--- config.mk ---
export PLATFORM = sky130hd
export DESIGN_NAME = npu_layer_seq
export DESIGN_NICKNAME = d
export VERILOG_FILES = /design/src/rtl/npu_pkg.sv /design/src/rtl/npu_seq_wdog.sv /design/src/rtl/npu_layer_seq.sv
export SDC_FILE = /design/constraint.sdc
export NUM_CORES = 1
export LEC_CHECK = 0
export CORE_MARGIN = 2
export CORE_UTILIZATION = 45
export DETAILED_ROUTE_END_ITERATION = 12
export DONT_BUFFER_PORTS = 1
export HOLD_SLACK_MARGIN = 0.05
export SYNTH_ARGS = -nofsm -noshare
export SYNTH_HDL_FRONTEND = slang
export SYNTH_HIERARCHICAL = 1
export SYNTH_SLANG_ARGS = --single-unit
--- constraint.sdc ---
create_clock -name clk -period 3.75 [get_ports clk]
set_input_delay 0.75 -clock clk [delete_from_list [all_inputs] [get_ports clk]]
set_output_delay 0.75 -clock clk [all_outputs]
set_load 0.01 [all_outputs]
--- src/rtl/npu_pkg.sv ---
// npu_pkg: sequencer state encoding, load-target codes and default end-of-pass addresses
package npu_pkg;
  typedef enum logic [3:0] {
    IDLE, C1_WREQ, C1_RUN, C1_DRAIN, C2_CLR, C2_WREQ, C2_RUN, FC_WREQ, FC_RUN, FIN, ERR
  } seq_state_e;
  localparam logic [1:0] WL_CONV1 = 2'd0;
  localparam logic [1:0] WL_CONV2 = 2'd1;
  localparam logic [1:0] WL_FC    = 2'd2;
  localparam int PIX1_LAST_DEF = 182;
  localparam int PIX2_LAST_DEF = 132;
endpackage

--- src/rtl/npu_seq_wdog.sv ---
// npu_seq_wdog: timeout counter, cleared on request, counting while enabled
module npu_seq_wdog #(
  parameter int W   = 12,
  parameter int MAX = 4000
) (
  input  logic clk,
  input  logic rst,
  input  logic clr,
  input  logic en,
  output logic expired
);
  logic [W-1:0] cnt_q, cnt_d;
  always_comb cnt_d = clr ? '0 : en ? cnt_q + 1'b1 : cnt_q;
  always_ff @(posedge clk or posedge rst)
    if (rst) cnt_q <= '0;
    else cnt_q <= cnt_d;
  // expiry must not depend on clr: clr is derived from the next state, which depends on expiry
  assign expired = en && cnt_q == W'(MAX - 1);
endmodule

--- src/rtl/npu_layer_seq.sv ---
// npu_layer_seq: sequences conv1 passes with drain, conv2 accumulation and the streamed FC layer,
// handshaking weight/image loads with the host and guarding every wait with a watchdog
module npu_layer_seq
  import npu_pkg::*;
#(
  parameter int CHAN_W    = 4,
  parameter int PIX1_LAST = PIX1_LAST_DEF,
  parameter int PIX2_LAST = PIX2_LAST_DEF,
  parameter int TMO_W     = 12,
  parameter int TMO_MAX   = 4000
) (
  input  logic              clk,
  input  logic              rst,
  input  logic              start,
  input  logic              abort,
  input  logic [CHAN_W-1:0] cfg_chan,
  output logic              busy,
  output logic              done,
  output logic              err,
  output logic [23:0]       result,
  output logic              wreq,
  output logic [1:0]        wreq_layer,
  output logic [7:0]        wreq_idx,
  input  logic              wack,
  output logic              drain_req,
  input  logic              drain_ack,
  output logic              conv_trigger,
  output logic              conv_clear,
  output logic              conv_layer,
  input  logic [7:0]        conv_addr,
  output logic              psum_clear,
  output logic              psum_ce,
  output logic              fc_start,
  output logic              fc_next,
  input  logic              fc_grp_req,
  input  logic              fc_done,
  input  logic [23:0]       fc_logit
);
  seq_state_e state_q, state_d;
  logic [CHAN_W-1:0] n_q, n_d, chan_q, chan_d, chan_inc;
  logic [7:0] grp_q, grp_d;
  logic [23:0] result_q, result_d;
  logic err_q, err_d, layer_q, layer_d, ce_q, ce_d;
  logic done_q, done_d, trig_q, trig_d, cclr_q, cclr_d, pclr_q, pclr_d, fcs_q, fcs_d, fcn_q, fcn_d;
  logic wd_en, wd_exp;
  assign chan_inc = chan_q + 1'b1;
  assign wd_en = !(state_q inside {IDLE, FIN, ERR});
  npu_seq_wdog #(.W(TMO_W), .MAX(TMO_MAX)) u_wdog (
    .clk(clk), .rst(rst), .clr(state_d != state_q), .en(wd_en), .expired(wd_exp)
  );
  always_comb begin
    state_d = state_q;
    n_d = n_q;
    chan_d = chan_q;
    grp_d = grp_q;
    result_d = result_q;
    err_d = err_q;
    layer_d = layer_q;
    ce_d = ce_q;
    done_d = 1'b0;
    trig_d = 1'b0;
    cclr_d = 1'b0;
    pclr_d = 1'b0;
    fcs_d = 1'b0;
    fcn_d = 1'b0;
    if (abort) begin
      state_d = IDLE;
      ce_d = 1'b0;
      cclr_d = state_q inside {C1_RUN, C2_RUN};
    end else if (wd_exp) begin
      state_d = ERR;
      err_d = 1'b1;
      ce_d = 1'b0;
      layer_d = 1'b0;
    end else begin
      case (state_q)
        IDLE, ERR: if (start) begin
          state_d = C1_WREQ;
          n_d = cfg_chan == '0 ? CHAN_W'(1) : cfg_chan;
          chan_d = '0;
          grp_d = '0;
          err_d = 1'b0;
        end
        C1_WREQ: if (wack) begin
          state_d = C1_RUN;
          trig_d = 1'b1;
          layer_d = 1'b0;
        end
        C1_RUN: if (conv_addr == 8'(PIX1_LAST)) begin
          state_d = C1_DRAIN;
          cclr_d = 1'b1;
        end
        C1_DRAIN: if (drain_ack) begin
          state_d = chan_inc == n_q ? C2_CLR : C1_WREQ;
          chan_d = chan_inc == n_q ? '0 : chan_inc;
        end
        C2_CLR: begin
          state_d = C2_WREQ;
          pclr_d = 1'b1;
          layer_d = 1'b1;
          ce_d = 1'b1;
        end
        C2_WREQ: if (wack) begin
          state_d = C2_RUN;
          trig_d = 1'b1;
        end
        C2_RUN: if (conv_addr == 8'(PIX2_LAST)) begin
          state_d = chan_inc == n_q ? FC_WREQ : C2_WREQ;
          cclr_d = 1'b1;
          chan_d = chan_inc;
          ce_d = chan_inc != n_q;
        end
        FC_WREQ: if (wack) begin
          state_d = FC_RUN;
          fcs_d = grp_q == '0;
          fcn_d = grp_q != '0;
          grp_d = grp_q == 8'hFF ? grp_q : grp_q + 1'b1;
        end
        // fc_done outranks a simultaneous group request
        FC_RUN: if (fc_done) begin
          state_d = FIN;
          result_d = fc_logit;
          done_d = 1'b1;
        end else if (fc_grp_req) state_d = FC_WREQ;
        default: state_d = IDLE;
      endcase
    end
  end
  always_ff @(posedge clk or posedge rst)
    if (rst) begin
      state_q <= IDLE;
      n_q <= '0;
      chan_q <= '0;
      grp_q <= '0;
      result_q <= '0;
      err_q <= 1'b0;
      layer_q <= 1'b0;
      ce_q <= 1'b0;
      done_q <= 1'b0;
      trig_q <= 1'b0;
      cclr_q <= 1'b0;
      pclr_q <= 1'b0;
      fcs_q <= 1'b0;
      fcn_q <= 1'b0;
    end else begin
      state_q <= state_d;
      n_q <= n_d;
      chan_q <= chan_d;
      grp_q <= grp_d;
      result_q <= result_d;
      err_q <= err_d;
      layer_q <= layer_d;
      ce_q <= ce_d;
      done_q <= done_d;
      trig_q <= trig_d;
      cclr_q <= cclr_d;
      pclr_q <= pclr_d;
      fcs_q <= fcs_d;
      fcn_q <= fcn_d;
    end
  assign busy = state_q != IDLE;
  assign done = done_q;
  assign err = err_q;
  assign result = result_q;
  assign wreq = state_q inside {C1_WREQ, C2_WREQ, FC_WREQ};
  assign wreq_layer = state_q == FC_WREQ ? WL_FC : state_q == C2_WREQ ? WL_CONV2 : WL_CONV1;
  assign wreq_idx = state_q == FC_WREQ ? grp_q : wreq ? 8'(chan_q) : '0;
  assign drain_req = state_q == C1_DRAIN;
  assign conv_trigger = trig_q;
  assign conv_clear = cclr_q;
  assign conv_layer = layer_q;
  assign psum_clear = pclr_q;
  assign psum_ce = ce_q;
  assign fc_start = fcs_q;
  assign fc_next = fcn_q;
endmodule

==> summary.md, run 1 <==
- Crit path depth: 14
- number of gates resized after cts: 0
- Detail Placement HPWL: 5.78 mm
- post-CTS setup buffer count: 0
- sequential area share after synthesis: 0.456
- via count of the first global-routing pass: 2584
- first-pass GRT wire length: 13.1 mm
- Critical Path Sink Type: flip-flop
- largest net degree at the start of global routing: 54
- number of synthesized flops with an enable pin: 0
- hold crit path type: primary input to asynchronous set/reset pin
- slowest library cell on the worst path: sky130_fd_sc_hd__or4_1
- DR DRC count: 0
- Fillers: 728
- Max Clk Rate: 300 MHz
- diode count: 0
- Worst Path Buf+Inv: 2
- slowest cell delay on critical path: 0.54 ns
- TritonCTS clock tree: done
- list of most frequent post-synthesis cells: sky130_fd_sc_hd__dfrtp_1 (65), sky130_fd_sc_hd__o21ai_0 (28), sky130_fd_sc_hd__mux2_2 (24), sky130_fd_sc_hd__nor2_1 (24), sky130_fd_sc_hd__a21oi_1 (23)
- Final Power: 1.56 mW
- power density cells: 402 mW/mm²
- leading register cell type out of synthesis: sky130_fd_sc_hd__dfrtp_1
- vertical extent of the die: 93 µm
- Placed Area: 0.00368 mm²
- pin slew with the least headroom to its limit: 1.10 ns
- crit path capture: u_wdog/cnt_q[10]$_DFFE_PP0P_
- starting DRC count in detailed routing: 191
- starting density of the core: 0.464
- cell at the root of the clock tree: sky130_fd_sc_hd__clkbuf_8
- WL/cell: 17.2 µm
- result of the run: complete, no violations
- final count of pins violating max slew: 0
- Max Buffers Root-to-Sink: 2
- capture point of the worst reg-to-reg path: u_wdog/cnt_q[10]$_DFFE_PP0P_
- Synth Instances: 349
- unrepaired setup endpoints after global routing: no
- largest fanout on the critical path: 7
- sequential standard cell area: 0.00163 mm²
- total routed wirelength: 7.94 mm
- ys async rst share: 1.00
- DP Worst Slack: 0.467 ns
- average cell area after synthesis: 10.2 µm²
- cell taking the most area after synthesis: sky130_fd_sc_hd__dfrtp_1
- Clock transition at path regs: 0.08 ns
- Setup crit start kind: flip-flop
- Seq cells post-synth: 65
- Relative slew margins: 0.268
- count of different cell masters after synthesis: 65
- summed negative setup slack over all endpoints: 0 ns
- fraction of post-synthesis cell area in the top cell type by area: 0.456
- reg-to-reg slack, setup: 0.42 ns
- final design instance area without fill: 0.00388 mm²
- global placement routability congestion: 0.884
- number of top-level design ports: 90
- total gr overflow: 0
- RR Startpoint: state_q[3]$_DFF_PP0_
- WS Path Type: flip-flop to flip-flop
- overall die width: 93 µm
- global-route usage over all layers: 0.191
- via total after detailed routing: 2723
- Worst EP required: 4.01 ns
- Yosys warning count: 6
- cell seen most often among critical-path stages: sky130_fd_sc_hd__nand2_1
- Cell Chain, Critical Path: inv_1 > nor3b_1 > o21ai_0 > nand2_1 > nor4_2 > buf_4 > nand2b_1 > nand2_1 > nor4_1 > a41oi_1 > nand4_1 > o211ai_1 > or4_1 > a21oi_1
- cell type group with the largest total delay on the critical path: simple AND/OR/NAND/NOR gates
- area growth from synthesis to layout: 8.81%
- Leakage Power: 1.73 nW
- Synthesized Nets: 397
- mean number of vias per cell: 5.91
- arrival time at the worst endpoint: 3.59 ns
- total number of placement rows: 32
- initial antenna violation count: 0
- cts hold-fix bufs: 0
- number of cell instances on the worst register-to-register path: 14
- final setup skew: 0.0109 ns
- max-cap violations: 0
- Std-Cell Core Area: 0.00769 mm²
- cell area after synthesis: 0.00356 mm²
- crit path from: state_q[3]$_DFF_PP0_
- ranking of synthesized cells by area: sky130_fd_sc_hd__dfrtp_1 (46%), sky130_fd_sc_hd__mux2_2 (7.6%), sky130_fd_sc_hd__o21ai_0 (3.9%)
- footprint of the multi-input gates: 0.00182 mm²
- number of failing hold endpoints at the final stage: 0
- number of clock sinks: 65
- Die Footprint: 0.00865 mm²
- number of detailed-route iterations in the first pass: 5
- Final Critical Period: 3.33 ns
- proportion of layout cells with a drive suffix above 1: 0.189
- number of nets with antenna violations after detailed routing: 0
- final critical-path share of the clock period: 0.889
- number of buffers inserted by port buffering: 0
- clock latency reported for the late side of the worst-skew pair: 0.34 ns
- H-tree level count: 3
- final layout net count: 402
- library cell with the highest instance count after synthesis: sky130_fd_sc_hd__dfrtp_1
- worst voltage drop across the vdd grid: 207 µV
- Final setup violation count: 0
- number of buffers inserted during clock tree synthesis: 9
- worst path setup slack after routing: 0.417 ns
==> power breakdown <==
| part | internal [mW] | switching (mW) |
|---|---|---|
| clock network | 0.312 | 0.294 |
| registers | 0.724 | 0.0238 |
| logic | 0.0842 | 0.122 |
| total | 1.12 | 0.440 |
==> how the worst min path moves through the flow <==
stage                    startpoint                          end  slack [ns]  cells past startpoint
2_1_floorplan  grp_q[7]$_DFFE_PP0P_         grp_q[7]$_DFFE_PP0P_        0.48                      1
4_1_cts                         rst  u_wdog/cnt_q[8]$_DFFE_PP0P_        0.30                      1
5_1_grt                         rst  u_wdog/cnt_q[8]$_DFFE_PP0P_        0.33                      1
3_5_place_dp   grp_q[7]$_DFFE_PP0P_         grp_q[7]$_DFFE_PP0P_        0.52                      1
6_report                        rst  u_wdog/cnt_q[8]$_DFFE_PP0P_        0.30                      1
3_3_place_gp     n_q[2]$_DFFE_PP0P_           n_q[2]$_DFFE_PP0P_        0.51                      1
==> routing by layer <==
metal	vias to the layer above	wire length (µm)	track usage
met1	1312	3550	0.266
met4	0	74	0.0662
met2	121	3640	0.294
li1	1283	-	-
met3	7	683	0.0467
met5	-	0	0
==> kinds of logic after synthesis <==
logic type               after synthesis  synth area share
AND/OR/NAND/NOR                      135             0.228
buffers and inverters                 25            0.0362
AO/OA/AOI/OAI                         79             0.138
flip-flops                            65             0.456
adder cells (fa/ha/maj)                4            0.0140
XOR/XNOR                              12            0.0333
multiplexers                          29            0.0941
==> sequential cells by signal (all words and copies together) (netlist names), 4 cells and up <==
| signal | flops |
|---|---|
| chan_q | 4 |
| n_q | 4 |
| state_q | 4 |
| result | 24 |
| u_wdog/cnt_q | 12 |
| grp_q | 8 |
==> placed cells by master, fill, tap and decap left out, types with 5 or more instances in the layout <==
cell type,count
sky130_fd_sc_hd__nand2_1,18
sky130_fd_sc_hd__and2_1,5
sky130_fd_sc_hd__buf_4,9
sky130_fd_sc_hd__nor2_1,24
sky130_fd_sc_hd__a21oi_1,23
sky130_fd_sc_hd__and3_1,5
sky130_fd_sc_hd__clkbuf_8,9
sky130_fd_sc_hd__nand4_1,5
sky130_fd_sc_hd__mux2_2,24
sky130_fd_sc_hd__o21ai_0,28
sky130_fd_sc_hd__nor3_1,7
sky130_fd_sc_hd__or3_1,5
sky130_fd_sc_hd__nand3_1,18
sky130_fd_sc_hd__dfrtp_1,65
sky130_fd_sc_hd__xor2_1,7
sky130_fd_sc_hd__o31ai_1,7
sky130_fd_sc_hd__nand2b_1,12
sky130_fd_sc_hd__inv_1,8
==> cell type report <==
cell class                      instances  area share
Multi-Input combinational cell        259       0.468
Sequential cell                        65       0.419
Tap cell                              102      0.0329
Clock buffer                            9      0.0319
Clock inverter                          7      0.0200
Timing Repair Buffer                    9      0.0174
Inverter                               10      0.0103
==> metrics by stage <==
stage          hold WS, ns  utilization  cells
2_1_floorplan        0.480            -    349
3_3_place_gp         0.509        0.478    445
3_5_place_dp         0.518        0.478    445
4_1_cts              0.299        0.505    461
5_1_grt              0.327        0.505    461
6_report             0.297        0.505    461
Note: power is estimated with default switching activity, not from simulation.
==> inputs of run 2 (changes only) <==
--- a/config.mk
+++ b/config.mk
@@ -10,6 +10,7 @@
 export DETAILED_ROUTE_END_ITERATION = 12
 export DONT_BUFFER_PORTS = 1
 export HOLD_SLACK_MARGIN = 0.05
+export REMOVE_ABC_BUFFERS = 1
 export SYNTH_ARGS = -nofsm -noshare
 export SYNTH_HDL_FRONTEND = slang
 export SYNTH_HIERARCHICAL = 1
==> summary.md, run 2 (synthesis results as in run 1) <==
- pin slew with the least headroom to its limit: 1.01 ns, was 1.10 ns
- Worst EP required: 3.98 ns, was 4.01 ns
- final setup skew: 0.00534 ns, was 0.0109 ns
- starting density of the core: 0.464, unchanged
- hold crit path type: primary input to asynchronous set/reset pin, unchanged
- largest net degree at the start of global routing: 35, was 54
- clock latency reported for the late side of the worst-skew pair: 0.34 ns, about the same
- number of nets with antenna violations after detailed routing: 0, unchanged
- number of detailed-route iterations in the first pass: 4, was 5
- Detail Placement HPWL: 5.90 mm, was 5.78 mm
- DR DRC count: 0, unchanged
- number of clock sinks: 65, unchanged
- area growth from synthesis to layout: 8.46%, was 8.81%
- number of cell instances on the worst register-to-register path: 16, was 14
- global placement routability congestion: 0.937, was 0.884
- Final Power: 1.54 mW, was 1.56 mW
- RR Startpoint: state_q[3]$_DFF_PP0_, unchanged
- final critical-path share of the clock period: 0.851, was 0.889
- flip-flop count of the largest register, all copies and words added: 24, unchanged
- number of failing hold endpoints at the final stage: 0, unchanged
- TritonCTS clock tree: done, unchanged
- final count of pins violating max slew: 0, unchanged
- proportion of layout cells with a drive suffix above 1: 0.184, was 0.189
- via count of the first global-routing pass: 2553, was 2584
- post-CTS setup buffer count: 0, unchanged
- commonest cells after routing, fill and taps aside: sky130_fd_sc_hd__dfrtp_1 (65), sky130_fd_sc_hd__o21ai_0 (28), sky130_fd_sc_hd__nor2_1 (24), sky130_fd_sc_hd__mux2_2 (24), sky130_fd_sc_hd__a21oi_1 (23), unchanged
- Max Buffers Root-to-Sink: 2, unchanged
- starting DRC count in detailed routing: 143, was 191
- final layout net count: 402, unchanged
- reg-to-reg slack, setup: 0.56 ns, was 0.42 ns
- cts hold-fix bufs: 0, unchanged
- total routed wirelength: 7.98 mm, was 7.94 mm
- unrepaired setup endpoints after global routing: no, unchanged
- WS Path Type: flip-flop to flip-flop, unchanged
- arrival time at the worst endpoint: 3.42 ns, was 3.59 ns
- Final setup violation count: 0, unchanged
- Relative slew margins: 0.324, was 0.268
- Critical Path Sink Type: flip-flop, unchanged
- number of top-level design ports: 90, unchanged
- Die Footprint: 0.00865 mm², unchanged
- largest fanout on the critical path: 13, was 7
- DP Worst Slack: 0.580 ns, was 0.467 ns
- power density cells: 399 mW/mm², was 402 mW/mm²
- result of the run: complete, no violations, unchanged
- total number of placement rows: 32, unchanged
- commonest non-fill, non-tap cell in the layout: sky130_fd_sc_hd__dfrtp_1, unchanged
- number of gates resized after cts: 0, unchanged
- WL/cell: 17.3 µm, was 17.2 µm
- worst path setup slack after routing: 0.557 ns, was 0.417 ns
- capture point of the worst reg-to-reg path: u_wdog/cnt_q[4]$_DFFE_PP0P_, was u_wdog/cnt_q[10]$_DFFE_PP0P_
- initial antenna violation count: 0, unchanged
- overall die width: 93 µm, unchanged
- H-tree level count: 3, unchanged
- Clock transition at path regs: 0.07 ns, was 0.08 ns
- diode count: 0, unchanged
- global-route usage over all layers: 0.191, about the same
- max-cap violations: 0, unchanged
- vertical extent of the die: 93 µm, unchanged
- Fillers: 742, was 728
- Leakage Power: 1.72 nW, was 1.73 nW
- cell at the root of the clock tree: sky130_fd_sc_hd__clkbuf_8, unchanged
- first-pass GRT wire length: 12.9 mm, was 13.1 mm
- worst voltage drop across the vdd grid: 269 µV, was 207 µV
- Max Clk Rate: 313 MHz, was 300 MHz
- Std-Cell Core Area: 0.00769 mm², unchanged
- mean number of vias per cell: 5.77, was 5.91
- number of buffers inserted during clock tree synthesis: 9, unchanged
- via total after detailed routing: 2660, was 2723
- number of buffers inserted by port buffering: 0, unchanged
- Final Critical Period: 3.19 ns, was 3.33 ns
- Setup crit start kind: flip-flop, unchanged
- total gr overflow: 0, unchanged
==> run 2: cell count changes in the layout (fill, tap and decap cells not counted) <==
cell,before,now
sky130_fd_sc_hd__clkinvlp_4,1,2
sky130_fd_sc_hd__nor4_1,2,3
sky130_fd_sc_hd__clkinv_4,2,1
sky130_fd_sc_hd__clkbuf_1,0,1
sky130_fd_sc_hd__nor4_2,1,0
sky130_fd_sc_hd__inv_6,2,1
==> run 2: through the flow <==
step	instances	setup TNS (ns)	hold slack (ns)	utilization	instance area (µm²)
after global routing	461	0	0.315	0.503	3870
after CTS	461	0	0.302	0.503	3870
after global placement	445	0	0.516	0.478	3670
after detailed placement	445	0	0.525	0.478	3670
after floorplan	334	-5.86	0.480	-	3480
final	461	0	0.307	0.503	3870
==> run 2: cell type report <==
type	instances	area, µm²	share of cell area
sequential	65	1630	0.421
tap	102	128	0.0330
clock buffer	10	128	0.0330
timing repair buffer	9	67.6	0.0175
multi-input combinational	259	1810	0.468
clock inverter	6	67.6	0.0175
inverter	10	40.0	0.0104
==> run 2: worst max path at each step <==
| stage | from | end | depth (start not counted) |
|---|---|---|---|
| floorplan | state_q[0]$_DFF_PP0_ | u_wdog/cnt_q[10]$_DFFE_PP0P_ | 13 |
| global placement | state_q[3]$_DFF_PP0_ | u_wdog/cnt_q[11]$_DFFE_PP0P_ | 13 |
| detailed placement | state_q[0]$_DFF_PP0_ | u_wdog/cnt_q[4]$_DFFE_PP0P_ | 15 |
| CTS | state_q[3]$_DFF_PP0_ | u_wdog/cnt_q[11]$_DFFE_PP0P_ | 13 |
| global route | state_q[3]$_DFF_PP0_ | u_wdog/cnt_q[11]$_DFFE_PP0P_ | 14 |
| finish | state_q[3]$_DFF_PP0_ | u_wdog/cnt_q[4]$_DFFE_PP0P_ | 16 |
==> run 2: routing by layer <==
layer  wire (µm)  track usage  up-vias
met1        3380        0.231     1308
met5           0            0        -
li1            -            -     1278
met3         350       0.0524       12
met4         163       0.0821        0
met2        4080        0.319       62
==> run 2: power breakdown <==
group / switching, mW / internal, mW
Clock: 0.281 / 0.309
Sequential: 0.0230 / 0.724
Combinational: 0.122 / 0.0848
==> run 2: worst max-delay path, stage by stage, from the launching register on <==
cell                        delay (ns)
sky130_fd_sc_hd__dfrtp_1          0.40
sky130_fd_sc_hd__inv_1            0.17
sky130_fd_sc_hd__nor3b_1          0.07
sky130_fd_sc_hd__o21ai_0          0.22
sky130_fd_sc_hd__nand2_1          0.13
sky130_fd_sc_hd__nor4_1           0.26
sky130_fd_sc_hd__buf_4            0.20
sky130_fd_sc_hd__nand2b_1         0.09
sky130_fd_sc_hd__nor2_1           0.09
sky130_fd_sc_hd__a21oi_1          0.04
sky130_fd_sc_hd__o22ai_1          0.18
sky130_fd_sc_hd__and4_1           0.21
sky130_fd_sc_hd__nand4_1          0.21
sky130_fd_sc_hd__buf_4            0.27
sky130_fd_sc_hd__o2111ai_1        0.30
sky130_fd_sc_hd__xor2_1           0.18
sky130_fd_sc_hd__nor2_1           0.05
==> patch 1: new RTL, config.mk and constraints of run 1 <==
Register the output `err` once more, with the module's reset; this adds one clock of latency there. The other outputs are not delayed to match.
--- a/src/rtl/npu_layer_seq.sv
+++ b/src/rtl/npu_layer_seq.sv
@@ -160,7 +160,13 @@
     end
   assign busy = state_q != IDLE;
   assign done = done_q;
-  assign err = err_q;
+  always_ff @(posedge clk or posedge rst) begin
+    if (rst) begin
+      err <= '0;
+    end else begin
+      err <= err_q;
+    end
+  end
   assign result = result_q;
   assign wreq = state_q inside {C1_WREQ, C2_WREQ, FC_WREQ};
   assign wreq_layer = state_q == FC_WREQ ? WL_FC : state_q == C2_WREQ ? WL_CONV2 : WL_CONV1;
Formal check against the unedited RTL: no difference found for any inputs over 10 cycles, from zero or initial values and one cycle with rst high; that may be too few to reach the edited logic, so the function may still have changed.
==> patch 1 against run 1 <==
  * Via count up 14%
  * Area after synthesis increased by 2.9%
  * Power is 5.4% higher
  * Final area is 3.6% higher
  * Utilization grew 1.0 points
  * Worst setup slack worse by 0.16 ns
  * Wire length increased by 13%
  * Sequential cell count up 1
  * Count of clock-buffer cells in the layout stayed put
  * Critical endpoint unchanged
  * Largest power group unchanged
  * Highest routed layer unchanged
==> patch 1: results (changes against run 1) <==
- GR Layer Usage met2: 29.82% (was 29.41%)
- Met1 wire length: 4.060 mm (was 3.546 mm)
- Critical path's largest stage delay: 0.49 ns (was 0.54 ns)
- Slew @ Worst Pin: 0.7349 ns (was 1.097 ns)
- PnR worst setup slack: 0.2594 ns (was 0.4167 ns)
- First DRT Iteration DRCs: 200 (was 191)
- Fill cells: 738 (was 728)
- Wire length on met3: 824 um (was 683 um)
- Hold slack: 0.2920 ns (was 0.2973 ns)
- Number of global-route vias before repair: 2862 (was 2584)
- Outcome: complete, no violations (unchanged)
- Xor/xnor share of the synthesized area: 3.205% (was 3.335%)
- CP arrival: 3.76 ns (was 3.59 ns)
- Peak supply drop: 0.0001702 V (was 0.0002073 V)
- Top cells by count, synth: nand2_1 (97), dfrtp_1 (66), nor2_1 (20), a21oi_1 (19) (was dfrtp_1 (65), o21ai_0 (28), mux2_2 (24), nor2_1 (24), a21oi_1 (23))
- Met1 Use GR: 28.69% (was 26.55%)
- Wire per inst: 17.08 um (was 17.22 um)
- Leakage power: 0.001811 uW (was 0.001732 uW)
- DR WL met2: 3.868 mm (was 3.635 mm)
- Top cells by area, synth: dfrtp_1 (45%), nand2_1 (9.9%), a21oi_1 (2.6%) (was dfrtp_1 (46%), mux2_2 (7.6%), o21ai_0 (3.9%))
- Grt met3 use: 7.544% (was 4.674%)
- GRT Overall Usage: 20.81% (was 19.15%)
- Dpl hpwl: 6.513 mm (was 5.780 mm)
- Cell variety after synth: 64 (was 65)
- Routed via count: 3109 (was 2723)
- Final nets: 465 (was 402)
- Final instance area: 4020 um^2 (was 3879 um^2)
patch 1: cell types whose count changed in the layout (fill, tap and decap cells not counted), sizes merged, moves of 5 or more:
| cell | run 1 | this run |
|---|---|---|
| o2111ai | 2 | 7 |
| o211ai | 1 | 8 |
| buf | 9 | 17 |
| inv | 12 | 19 |
| o21ai | 29 | 16 |
| nand2b | 14 | 6 |
| nor2 | 25 | 20 |
| nand2 | 20 | 97 |
| mux2 | 27 | 3 |
patch 1: cell type report:
class | instances | share of cell area (%)
Clock buffer | 9 | 3.081
Clock inverter | 7 | 1.899
Inverter | 17 | 1.587
Multi-Input combinational cell | 306 | 46.00
Sequential cell | 66 | 41.08
Tap cell | 102 | 3.175
Timing Repair Buffer | 17 | 3.175
patch 1: report_power, final:
part           internal [uW]  switching (uW)  total (uW)  leakage [uW]
registers                741            31.3         773      0.000909
clock network            311             297         608     0.0000962
logic                    105             161         265      0.000805
patch 1: repair_timing:
action	CTS	global route
resized for setup	0	3
hold buffers	0	0
setup endpoints to repair	0	8
buffers inserted	0	4
==> patch 2: new RTL, flow settings as in run 1 <==
Without the edit above. Set the parameter `TMO_W` to 24 (it was 12).
--- a/src/rtl/npu_layer_seq.sv
+++ b/src/rtl/npu_layer_seq.sv
@@ -6,7 +6,7 @@
   parameter int CHAN_W    = 4,
   parameter int PIX1_LAST = PIX1_LAST_DEF,
   parameter int PIX2_LAST = PIX2_LAST_DEF,
-  parameter int TMO_W     = 12,
+  parameter int TMO_W     = 24,
   parameter int TMO_MAX   = 4000
 ) (
   input  logic              clk,
Behaviour: no difference found for any inputs over 10 cycles, from zero or initial values and one cycle with rst high; that may be too few to reach the edited logic, so the function may still have changed.
==> patch 2 against run 1 <==
  * Power increased by 8.0%
  * Hold slack improved by 0.16 ns
  * Maximum frequency decreased by 3.5%
  * Sequential cell count increased by 12
  * Final area increased by 18%
  * Worst setup slack got worse by 0.12 ns
  * Sequential power increased by 17%
  * Sequential share of layout area increased by 0.21 points
  * Area after synthesis increased by 19%
  * Critical path depth increased by 2
  * Non-clock buffer count increased by 4
  * Final cell count increased by 18%
  * Die area increased by 18%
  * Wire length increased by 22%
  * Critical path type unchanged
  * Critical endpoint is now u_wdog/cnt_q[18]
==> patch 2: results (changes against run 1) <==
- R2r setup slk: 0.30 ns (was 0.42 ns)
- Skew final: 0.008844 ns (was 0.01086 ns)
- Post-Synthesis Cells: 428 (was 349)
- Routed via count: 3270 (was 2723)
- Worst r2r path cells: 16 (was 14)
- Register area share after synthesis: 45.35% (was 45.63%)
- CP Max Fanout: 27 (was 7)
- Crit-path slowest cell: nor4_4 (was or4_1)
- Number of CTS-inserted buffers: 9 (unchanged)
- WS Path Type: reg2reg (unchanged)
- CP arrival: 3.74 ns (was 3.59 ns)
- GP Congestion: 0.8646 (was 0.8843)
- Top cells by area, synth: dfrtp_1 (45%), mux2_2 (6.9%), o21ai_0 (3.3%) (was dfrtp_1 (46%), mux2_2 (7.6%), o21ai_0 (3.9%))
- Placed cell count: 529 (was 445)
- Number of global-route vias before repair: 3200 (was 2584)
- IO Port Bufs: 0 (unchanged)
- Final wirelength: 9.721 mm (was 7.939 mm)
- Fill cells: 844 (was 728)
- WHS Endpoint: state_q[3]
- Critical path's largest stage delay: 0.46 ns (was 0.54 ns)
- Leakage power: 0.001991 uW (was 0.001732 uW)
- Top cells by count, synth: dfrtp_1 (77), nor2_1 (33), o21ai_0 (28), a21oi_1 (26), mux2_2 (26) (was dfrtp_1 (65), o21ai_0 (28), mux2_2 (24), nor2_1 (24), a21oi_1 (23))
- First DRT Iteration DRCs: 203 (was 191)
- Root Driver: clkbuf_8 (unchanged)
- Layout cells sized above 1: 18.43% (was 18.94%)
- # diodes: 0 (unchanged)
- Worst hold start: abort
- Clock slew at reported path FFs: 0.08 ns (about the same)
- Outcome: complete, no violations (unchanged)
- Ys flop type: dfrtp_1 (unchanged)
- Clock Latency Late Sink: 0.35 ns
- Clock buffer depth: 2 (unchanged)
- Initial antenna violation count: 0 (unchanged)
- Worst hold path type: in2reg (was in2async)
- Syn_nets: 476 (was 397)
- Vias per cell: 6.000 (was 5.907)
- DRT Pass-1 Iters: 4 (was 5)
- First-pass GRT wire length: 15.93 mm (was 13.09 mm)
- CTS H-tree depth: 3 (unchanged)
- Worst R2R End: u_wdog/cnt_q[18] (was u_wdog/cnt_q[10])
- GRT Overall Usage: 19.88% (was 19.15%)
- Dpl hpwl: 6.957 mm (was 5.780 mm)
- Ys async rst share: 100.0% (unchanged)
- Pin count of the biggest net entering global routing: 49 (was 54)
- Peak supply drop: 0.0001690 V (was 0.0002073 V)
- Cell variety after synth: 67 (was 65)
- Slew margin rel.: 28.60% (was 26.78%)
- Hold Crit Depth: 1
-- patch 2: metal layers --
layer  vias to the layer above  wire [um]  global-route usage (%)  share of wire (%)
met3                        10        485                   4.624                5.0
li1                       1559          -                       -                  -
met2                       103       4836                   34.13                 50
met4                         0        129                   7.069                1.3
met1                      1598       4269                   24.53                 44
met5                         -          0                       0                  0
-- patch 2: cells by family (layout without fill, tap and decap cells) --
group | after synthesis | after routing | share of synthesized area [%]
AND/OR/NAND/NOR | 178 | 178 | 24.88
XOR/XNOR | 19 | 19 | 4.240
buffers and inverters | 35 | 41 | 4.063
AO/OA/AOI/OAI | 84 | 84 | 11.87
multiplexers | 31 | 31 | 8.422
adder cells (fa/ha/maj) | 4 | 4 | 1.178
flip-flops | 77 | 77 | 45.35
-- patch 2: metrics by stage --
step | cell area [um^2] | hold WS, ns | total power [uW] | setup slack [ns] | util, %
6_report | 4572 | 0.4606 | 1685 | 0.2961 | 49.71
5_1_grt | 4572 | 0.4412 | 1778 | 0.01391 | 49.71
3_5_place_dp | 4374 | 0.5161 | 1124 | 0.2848 | 47.56
3_3_place_gp | 4374 | 0.5129 | 1119 | 0.4575 | 47.56
4_1_cts | 4547 | 0.4377 | 1707 | 0.2364 | 49.44
2_1_floorplan | 4274 | 0.4802 | 1071 | 0.002227 | -
-- patch 2: repair_timing --
item / CTS / global route
buffers inserted: 0 / 1
gates resized for setup: 0 / 5
endpoints found under the hold margin: 0 / 0
setup endpoints to repair: 0 / 11
-- patch 2: worst max path at each step --
stage / end / slack, ns / cells after the start
floorplan: u_wdog/cnt_q[15] / 0.002 / 20
global placement: u_wdog/cnt_q[18] / 0.46 / 14
detailed placement: u_wdog/cnt_q[23] / 0.28 / 15
CTS: u_wdog/cnt_q[20] / 0.24 / 16
global route: u_wdog/cnt_q[18] / 0.01 / 16
finish: u_wdog/cnt_q[18] / 0.30 / 16
-- patch 2: final cells by class --
type                    count  area (um^2)  share of cell area [%]
clock buffers              10        137.6                   3.010
clock inverters             5        35.03                  0.7663
inverters                  13        51.30                   1.122
multi-input cells         316         2181                   47.70
flip-flops and latches     77         1927                   42.15
well taps                 111        138.9                   3.038
repair buffers             13        101.3                   2.217
-- patch 2: report_power, final --
group | total [uW] | switching, uW | internal (uW)
clock | 575 | 319 | 256
combinational | 235 | 143 | 91.6
sequential | 875 | 22.2 | 853
